===== src/rtl/lut_writer.sv =====
// lut_writer: loads a LUT from a byte stream. Each entry is two bytes
// (high then low); one write strobe is issued per assembled entry.
// Latency: wr_en rises in the cycle right after the low-byte transfer.
// Backpressure: byte_ready is low in IDLE, WRITE and DONE, so the source
// stalls during the write cycle and when no session is open.
//
// Ports:
//   clk, rst_n        clock, asynchronous active-low reset
//   start, count      session request (IDLE only) and entry count 0..2**ADDR_W
//   byte_valid/ready  byte stream handshake, byte_data carries the byte
//   wr_en/addr/data   LUT write port
//   busy, done, err   session status; err is a sticky protocol-error flag
module lut_writer #(
  parameter int ADDR_W = 8,
  parameter int DATA_W = 16
) (
  input  logic              clk,
  input  logic              rst_n,
  input  logic              start,
  input  logic [ADDR_W:0]   count,
  input  logic              byte_valid,
  input  logic [7:0]        byte_data,
  output logic              byte_ready,
  output logic              wr_en,
  output logic [ADDR_W-1:0] wr_addr,
  output logic [DATA_W-1:0] wr_data,
  output logic              busy,
  output logic              done,
  output logic              err
);

  localparam logic [2:0] S_IDLE  = 3'd0;
  localparam logic [2:0] S_HI    = 3'd1;
  localparam logic [2:0] S_LO    = 3'd2;
  localparam logic [2:0] S_WRITE = 3'd3;
  localparam logic [2:0] S_DONE  = 3'd4;

  logic [2:0]        state_q, state_d;
  logic [ADDR_W:0]   cnt_q, cnt_d;
  logic [ADDR_W-1:0] addr_q, addr_d;
  logic [7:0]        hi_q, hi_d;
  logic [DATA_W-1:0] data_q, data_d;
  logic              err_q, err_d;

  logic              accept;
  logic              last_entry;

  assign byte_ready = (state_q == S_HI) || (state_q == S_LO);
  assign accept     = byte_valid && byte_ready;

  // Compared in ADDR_W+1 bits so that count = 2**ADDR_W terminates on the
  // last address without the index ever wrapping.
  assign last_entry = (({1'b0, addr_q} + (ADDR_W+1)'(1)) == cnt_q);

  always_comb begin
    state_d = state_q;
    cnt_d   = cnt_q;
    addr_d  = addr_q;
    hi_d    = hi_q;
    data_d  = data_q;
    err_d   = err_q;

    case (state_q)
      S_IDLE: begin
        if (start) begin
          err_d = 1'b0;
          cnt_d = count;
          if (count != '0) begin
            addr_d  = '0;
            state_d = S_HI;
          end else begin
            state_d = S_DONE;
          end
        end
        // A byte offered with no session open is a protocol error.
        if (byte_valid) begin
          err_d = 1'b1;
        end
      end
      S_HI: begin
        if (accept) begin
          hi_d    = byte_data;
          state_d = S_LO;
        end
      end
      S_LO: begin
        // The write word is latched here so wr_data only changes as the
        // write cycle begins and holds between writes.
        if (accept) begin
          data_d  = DATA_W'({hi_q, byte_data});
          state_d = S_WRITE;
        end
      end
      S_WRITE: begin
        if (last_entry) begin
          state_d = S_DONE;
        end else begin
          addr_d  = addr_q + ADDR_W'(1);
          state_d = S_HI;
        end
      end
      S_DONE: begin
        state_d = S_IDLE;
      end
      default: begin
        state_d = S_IDLE;
      end
    endcase
  end

  always_ff @(posedge clk or negedge rst_n) begin
    if (!rst_n) begin
      state_q <= S_IDLE;
      cnt_q   <= '0;
      addr_q  <= '0;
      hi_q    <= '0;
      data_q  <= '0;
      err_q   <= 1'b0;
    end else begin
      state_q <= state_d;
      cnt_q   <= cnt_d;
      addr_q  <= addr_d;
      hi_q    <= hi_d;
      data_q  <= data_d;
      err_q   <= err_d;
    end
  end

  assign wr_en   = (state_q == S_WRITE);
  assign done    = (state_q == S_DONE);
  assign busy    = (state_q != S_IDLE);
  assign wr_addr = addr_q;
  assign wr_data = data_q;
  assign err     = err_q;

endmodule


===== config.mk =====
export PLATFORM = sky130hd
export DESIGN_NAME = lut_writer
export DESIGN_NICKNAME = d
export VERILOG_FILES = /design/src/rtl/lut_writer.sv
export SDC_FILE = /design/constraint.sdc
export NUM_CORES = 1
export LEC_CHECK = 0
export ABC_AREA = 1
export CORE_ASPECT_RATIO = 0.8
export CORE_MARGIN = 4
export CORE_UTILIZATION = 50
export DETAILED_ROUTE_END_ITERATION = 10
export GPL_TIMING_DRIVEN = 1
export HOLD_SLACK_MARGIN = 0.02
export PLACE_DENSITY = 0.82
export SYNTH_ARGS = -nofsm -noshare
export SYNTH_HDL_FRONTEND = slang
export SYNTH_SLANG_ARGS = --single-unit

===== constraint.sdc =====
create_clock -name clk -period 1.81 [get_ports clk]
set_input_delay 0.181 -clock clk [delete_from_list [all_inputs] [get_ports clk]]
set_output_delay 0.181 -clock clk [all_outputs]
set_load 0.01 [all_outputs]

==> results.py, run 1 <==
metrics = {
    "outcome": {
        "status": "finished, violations left",
        "violations": "negative setup slack",
    },
    "synthesis": {
        "yosysWarnings": 0,
        "synthCells": 264,
        "seq_area_frac_synth": 0.506,
        "ys_types": 29,
        "syn_area_um2": 2220,
        "syn-num-nets": 286,
        "synth-seq-cells": 45,
        "syn_avg_cell_area_um2": 8.43,
    },
    "cells_and_area": {
        "drive_gt1_frac": 0.193,
        "layout_common_cells": "nand2_1 (82), clkdlybuf4s50_1 (44), dfrtp_1 (43)",
        "final_area_um2": 3100,
        "area.sequential_um2": 1130,
        "nFillCells": 292,
        "area_delta_synth_final_pct": 39.1,
        "utilization": 0.732,
        "fin_nets": 353,
        "multi_input_comb_area_um2": 1050,
        "layout_commonest_cell": "nand2_1",
        "num_antenna_cells": 0,
    },
    "floorplan": {
        "coreArea_um2": 4230,
        "die_h_um": 67.7,
        "start_util": 0.526,
        "fp.dieW_um": 82.6,
        "pin_count": 50,
        "fp-row-count": 21,
        "dieArea_um2": 5590,
    },
    "global_route": {
        "gr-total-overflow": 0,
        "grt_pass1_wl_mm": 8.44,
        "grt_use_total": 0.199,
        "grt_max_degree": 46,
        "grt_pass1_vias": 1770,
        "grt_antenna_before_repair": 0,
    },
    "clock_network": {
        "htreeDepth": 2,
        "cts.sinks": 45,
        "cts_tree": "yes",
        "clkTransAtPathRegs_ns": 0.08,
        "clkLatencyLatePin_ns": 0.29,
        "cts_buffers": 5,
        "clockBufferDepth": 2,
        "cts-root-buf": "clkbuf_8",
    },
    "detailed_routing": {
        "dr.pass1.iters": 4,
        "wl_per_cell_um": 14.0,
        "via_count": 1964,
        "drcViolationCount": 0,
        "drt_iter0_drc": 102,
        "routed_wl_mm": 5.45,
        "viasPerCell": 5.05,
        "antenna_left": 0,
    },
    "sta": {
        "setup_slack_ns": -0.0414,
        "clock_skew_ns": 0.00482,
        "final_max_slew_viol_count": 0,
        "worst_pin_slew_ns": 0.568,
        "rsz0062_at_grt": "true",
        "clock.fmax_ghz": 0.540,
        "setup_viol": 9,
        "finalCritPeriodShare": 1.02,
        "maxSlewHeadroom": 0.622,
        "finalCriticalPeriod_ns": 1.85,
        "finalHoldViolCount": 0,
    },
    "power_and_ir_drop": {
        "power.density_nw_per_um2": 1400,
        "cellLeakagePower_nw": 1.50,
        "ir_worst_vdd_v": 0.000841,
    },
    "hold_path": {
        "min_path_type": "in -> reg",
        "worstHoldStart": "count[3]",
    },
    "critical_path": {
        "startpoint_type": "register",
        "r2r_end": "wr_addr[6]$_DFFE_PN0P_",
        "worstPathRequired_ns": 2.04,
        "rr_worst_depth": 12,
        "worstSetupPathType": "reg -> reg",
        "rr_startpoint": "wr_addr[1]$_DFFE_PN0P_",
        "endpoint_kind": "register",
        "crit_path_max_fanout": 8,
        "r2r_setup_slack_ns": -0.04,
        "cp-endpoint": "wr_addr[6]$_DFFE_PN0P_",
        "cp-startpoint": "wr_addr[1]$_DFFE_PN0P_",
        "cp_data_arrival_time_ns": 2.08,
    },
    "place": {
        "routabilityCongestion": 0.930,
        "hpwlAfterDp_mm": 3.86,
        "port_buffers": 49,
        "place_area_um2": 2830,
    },
    "run": {
        "max_cap_violations": 0,
    },
}
[registers in the layout, summed over array words and instances, names as in the netlist]
| register | count |
|---|---|
| err | 1 |
| wr_data | 16 |
| hi_q | 8 |
| cnt_q | 9 |
| wr_addr | 8 |
| state_q | 3 |
[kinds of logic after synthesis]
logic type                 count (synthesis)  synth area share
xor gates and xnor gates                   2           0.00788
buffers and inverters                     37            0.0630
DFF                                       45             0.506
adders and majority gates                  1           0.00562
muxes                                      8            0.0405
and+or+nand+nor                          139             0.298
AOI/OAI and AO/OA                         32            0.0787
[synth_stat cells]
library cell,instances,area [um^2]
o21bai_1,1,7.51
nor2_4,3,33.8
nand2_2,2,12.5
nand3_2,2,20.0
inv_2,1,3.75
ha_1,1,12.5
nand3_4,1,17.5
nor2_1,9,33.8
xor2_1,1,8.76
nor2_2,2,12.5
a22oi_1,1,7.51
xnor2_1,1,8.76
nand2_4,1,11.3
buf_2,1,5.00
nand3b_1,3,22.5
dfrtp_1,45,1130
a21oi_1,4,20.0
a21oi_2,1,8.76
nand2_1,90,338
nand4_1,8,50.1
inv_1,32,120
nor3_2,1,10.0
clkbuf_1,3,11.3
nand4_4,1,21.3
o21bai_2,1,11.3
nor3_1,4,20.0
o21ai_0,24,120
mux2_2,8,90.1
nand3_1,12,60.1
[report_power, final]
group          switching, mW  total (mW)  internal (mW)
logic                  0.976        1.92          0.942
registers              0.259        1.65           1.39
clock network          0.325       0.775          0.450
total                   1.56        4.35           2.79
[critical path: stages (launching register included)]
cell     delay (ns)
dfrtp_1        0.42
ha_4           0.20
nand2_4        0.08
nand2_1        0.08
nand2_1        0.08
nand2_1        0.06
nor2_2         0.11
nand3_2        0.09
nor2_4         0.15
nand4_4        0.18
nand3_4        0.18
nand2_2        0.07
nand2_1        0.07
[repair_timing]
| action | CTS | global route |
|---|---|---|
| resized for setup | 5 | 25 |
| setup buffers | 3 | 3 |
| hold buffers | 1 | 0 |
| endpoints found under the setup margin | 3 | 11 |
| pin swaps | 0 | 14 |
| hold endpoints to repair | 45 | 0 |
[final cells by class]
class	count	area share
flip-flops and latches	45	0.365
multi-input cells	182	0.339
repair buffers	64	0.196
inverters	33	0.0400
clock buffers	7	0.0279
well taps	57	0.0230
clock inverters	1	0.00970
[per-layer routing]
| layer | global-route usage | routed length (um) |
|---|---|---|
| met5 | 0 | 0 |
| met4 | 0.0490 | 42 |
| met3 | 0.0480 | 324 |
| met2 | 0.293 | 2510 |
| met1 | 0.294 | 2570 |
[how the worst min path moves through the flow]
stage / to / slack [ns] / depth (start not counted)
finish: cnt_q[3]$_DFFE_PN0P_ / 0.45 / 3
global route: cnt_q[3]$_DFFE_PN0P_ / 0.46 / 3
CTS: cnt_q[3]$_DFFE_PN0P_ / 0.45 / 3
detailed placement: cnt_q[3]$_DFFE_PN0P_ / 0.29 / 2
global placement: cnt_q[0]$_DFFE_PN0P_ / 0.30 / 2
floorplan: cnt_q[0]$_DFFE_PN0P_ / -0.11 / 0
[stage by stage]
step | setup slack (ns) | TNS [ns] | instances | total power, mW | hold WS, ns
6_report | -0.0414 | -0.219 | 389 | 4.35 | 0.449
5_1_grt | -0.136 | -1.16 | 389 | 4.65 | 0.455
4_1_cts | 0.00331 | 0 | 386 | 4.25 | 0.448
3_5_place_dp | -0.0382 | -0.258 | 374 | 3.43 | 0.293
3_3_place_gp | -0.0205 | -0.0504 | 374 | 3.37 | 0.298
2_1_floorplan | 0.0937 | 0 | 264 | 2.60 | -0.115
(Power assumes the default switching activity.)
==> inputs of run 2 (changes only) <==
--- a/config.mk
+++ b/config.mk
@@ -10,7 +10,7 @@
 export CORE_MARGIN = 4
 export CORE_UTILIZATION = 50
 export DETAILED_ROUTE_END_ITERATION = 10
-export GPL_TIMING_DRIVEN = 1
+export GPL_TIMING_DRIVEN = 0
 export HOLD_SLACK_MARGIN = 0.02
 export PLACE_DENSITY = 0.82
 export SYNTH_ARGS = -nofsm -noshare
==> run 2 against run 1 <==
Effect of this change: the run still ends with negative setup slack left; sequential power about the same; register-to-register slack about the same; design area increased by 1.3%; die area did not move; setup slack improved by 0.011 ns; sequential cell count did not move; global-route usage rose by 0.84 points; sequential share of layout area decreased by 0.32 points; clock power hardly changed; utilization rose by 0.98 points; cell count rose by 0.26%.
==> results.py, run 2 (same netlist as run 1, synthesis figures left out) <==
metrics = {
    "floorplan": {
        "fp.dieW_um": 82.6,
        "start_util": 0.526,
        "dieArea_um2": 5590,
        "die_h_um": 67.7,
        "pin_count": 50,
        "fp-row-count": 21,
        "coreArea_um2": 4230,
    },
    "cells_and_area": {
        "largest_register_ffs": 16,
        "layout_common_cells": "nand2_1 (77), clkdlybuf4s50_1 (44), dfrtp_1 (39)",
        "num_antenna_cells": 0,
        "utilization": 0.741,
        "area_delta_synth_final_pct": 41.0,
        "fin_nets": 354,
        "layout_commonest_cell": "nand2_1",
        "drive_gt1_frac": 0.225,
    },
    "global_route": {
        "grt_max_degree": 37,
        "grt_use_total": 0.207,
        "grt_antenna_before_repair": 0,
        "gr-total-overflow": 0,
        "grt_pass1_wl_mm": 8.70,
        "grt_pass1_vias": 1790,
    },
    "critical_path": {
        "rr_worst_depth": 10,
        "crit_path_max_fanout": 7,
        "endpoint_kind": "register",
        "rr_startpoint": "wr_addr[1]$_DFFE_PN0P_",
        "worstPathRequired_ns": 2.03,
        "r2r_end": "state_q[2]$_DFFE_PN0P_",
        "cp-startpoint": "wr_addr[1]$_DFFE_PN0P_",
        "worstSetupPathType": "reg -> reg",
        "cp_data_arrival_time_ns": 2.06,
        "r2r_setup_slack_ns": -0.03,
        "startpoint_type": "register",
    },
    "sta": {
        "setup_slack_ns": -0.0299,
        "tns_ns": -0.0786,
        "setup_viol": 9,
        "maxSlewHeadroom": 0.752,
        "clock_skew_ns": 0.00473,
        "finalHoldViolCount": 0,
        "finalCritPeriodShare": 1.02,
        "fin_hold_ws_ns": 0.282,
        "rsz0062_at_grt": "true",
        "worst_pin_slew_ns": 0.372,
        "finalCriticalPeriod_ns": 1.84,
        "clock.fmax_ghz": 0.543,
        "final_max_slew_viol_count": 0,
    },
    "clock_network": {
        "cts_buffers": 5,
        "cts.sinks": 45,
        "clkLatencyLatePin_ns": 0.29,
        "htreeDepth": 2,
        "cts-root-buf": "clkbuf_8",
        "cts_tree": "yes",
        "clkTransAtPathRegs_ns": 0.08,
        "clockBufferDepth": 2,
    },
    "power_and_ir_drop": {
        "ir_worst_vdd_v": 0.000891,
        "finalPower_mw": 4.44,
        "cellLeakagePower_nw": 1.50,
        "power.density_nw_per_um2": 1420,
    },
    "detailed_routing": {
        "viasPerCell": 5.28,
        "via_count": 2059,
        "drcViolationCount": 0,
        "antenna_left": 0,
        "routed_wl_mm": 5.75,
        "dr.pass1.iters": 4,
        "drt_iter0_drc": 213,
        "wl_per_cell_um": 14.7,
    },
    "outcome": {
        "status": "finished, violations left",
        "violations": "negative setup slack",
    },
    "place": {
        "port_buffers": 49,
        "hpwlAfterDp_mm": 3.89,
        "post-place-ws_ns": -0.122,
        "routabilityCongestion": 0.873,
    },
    "hold_path": {
        "min_path_type": "in -> async",
    },
    "run": {
        "max_cap_violations": 0,
    },
}
run 2: what timing repair did:
item / CTS / global route
gates cloned: 0 / 0
buffers inserted: 7 / 3
endpoints found under the setup margin: 11 / 19
hold endpoints to repair: 9 / 0
hold buffers: 1 / 0
pin swaps: 7 / 9
gates resized for setup: 13 / 32
run 2: final cells by class:
class                           instances  area, um^2
Sequential cell                        45        1130
Tap cell                               57        71.3
Timing Repair Buffer                   61         601
Clock inverter                          1        30.0
Multi-Input combinational cell        182        1070
Clock buffer                            7        86.3
Buffer                                  4        20.0
Inverter                               33         124
Fill cell                             310        1090
run 2: report_power, final:
part / internal [mW] / switching [mW] / total, mW
registers: 1.40 / 0.255 / 1.65
logic: 0.974 / 1.04 / 2.01
clock network: 0.450 / 0.323 / 0.773
run 2: critical path: stages, from the launching register on:
cell	delay, ns
dfrtp_1	0.41
buf_6	0.13
nand2_2	0.06
nor2_4	0.19
nand2_1	0.13
nand3b_1	0.14
nand3_2	0.11
nor2_4	0.12
nand4_4	0.18
buf_4	0.19
a21oi_1	0.11
run 2: worst max path at each step:
stage | to | cells past startpoint | slack, ns
6_report | state_q[2]$_DFFE_PN0P_ | 10 | -0.03
5_1_grt | wr_addr[3]$_DFFE_PN0P_ | 11 | -0.14
3_3_place_gp | wr_data[15]$_DFFE_PN0P_ | 1 | -0.63
3_5_place_dp | wr_addr[0]$_DFFE_PN0P_ | 10 | -0.12
2_1_floorplan | wr_addr[6]$_DFFE_PN0P_ | 11 | 0.09
4_1_cts | wr_addr[0]$_DFFE_PN0P_ | 12 | 0.002
run 2: routing by layer:
layer,part of all wire,wire (um),GRT usage
met1,0.44,2550,0.292
met5,0,0,0
met2,0.48,2770,0.329
met3,0.053,306,0.0387
met4,0.022,129,0.0571
run 2: stage by stage:
step                cells  cell area (um^2)
floorplan             264              2220
global placement      370              2790
detailed placement    371              2800
CTS                   387              3020
global route          390              3140
finish                390              3140
==> inputs of run 3 (changes only) <==
--- a/config.mk
+++ b/config.mk
@@ -10,7 +10,6 @@
 export CORE_MARGIN = 4
 export CORE_UTILIZATION = 50
 export DETAILED_ROUTE_END_ITERATION = 10
-export GPL_TIMING_DRIVEN = 0
 export HOLD_SLACK_MARGIN = 0.02
 export PLACE_DENSITY = 0.82
 export SYNTH_ARGS = -nofsm -noshare
==> results of run 3 <==
The final DEF is identical to that of run 1; final timing and power are the same.
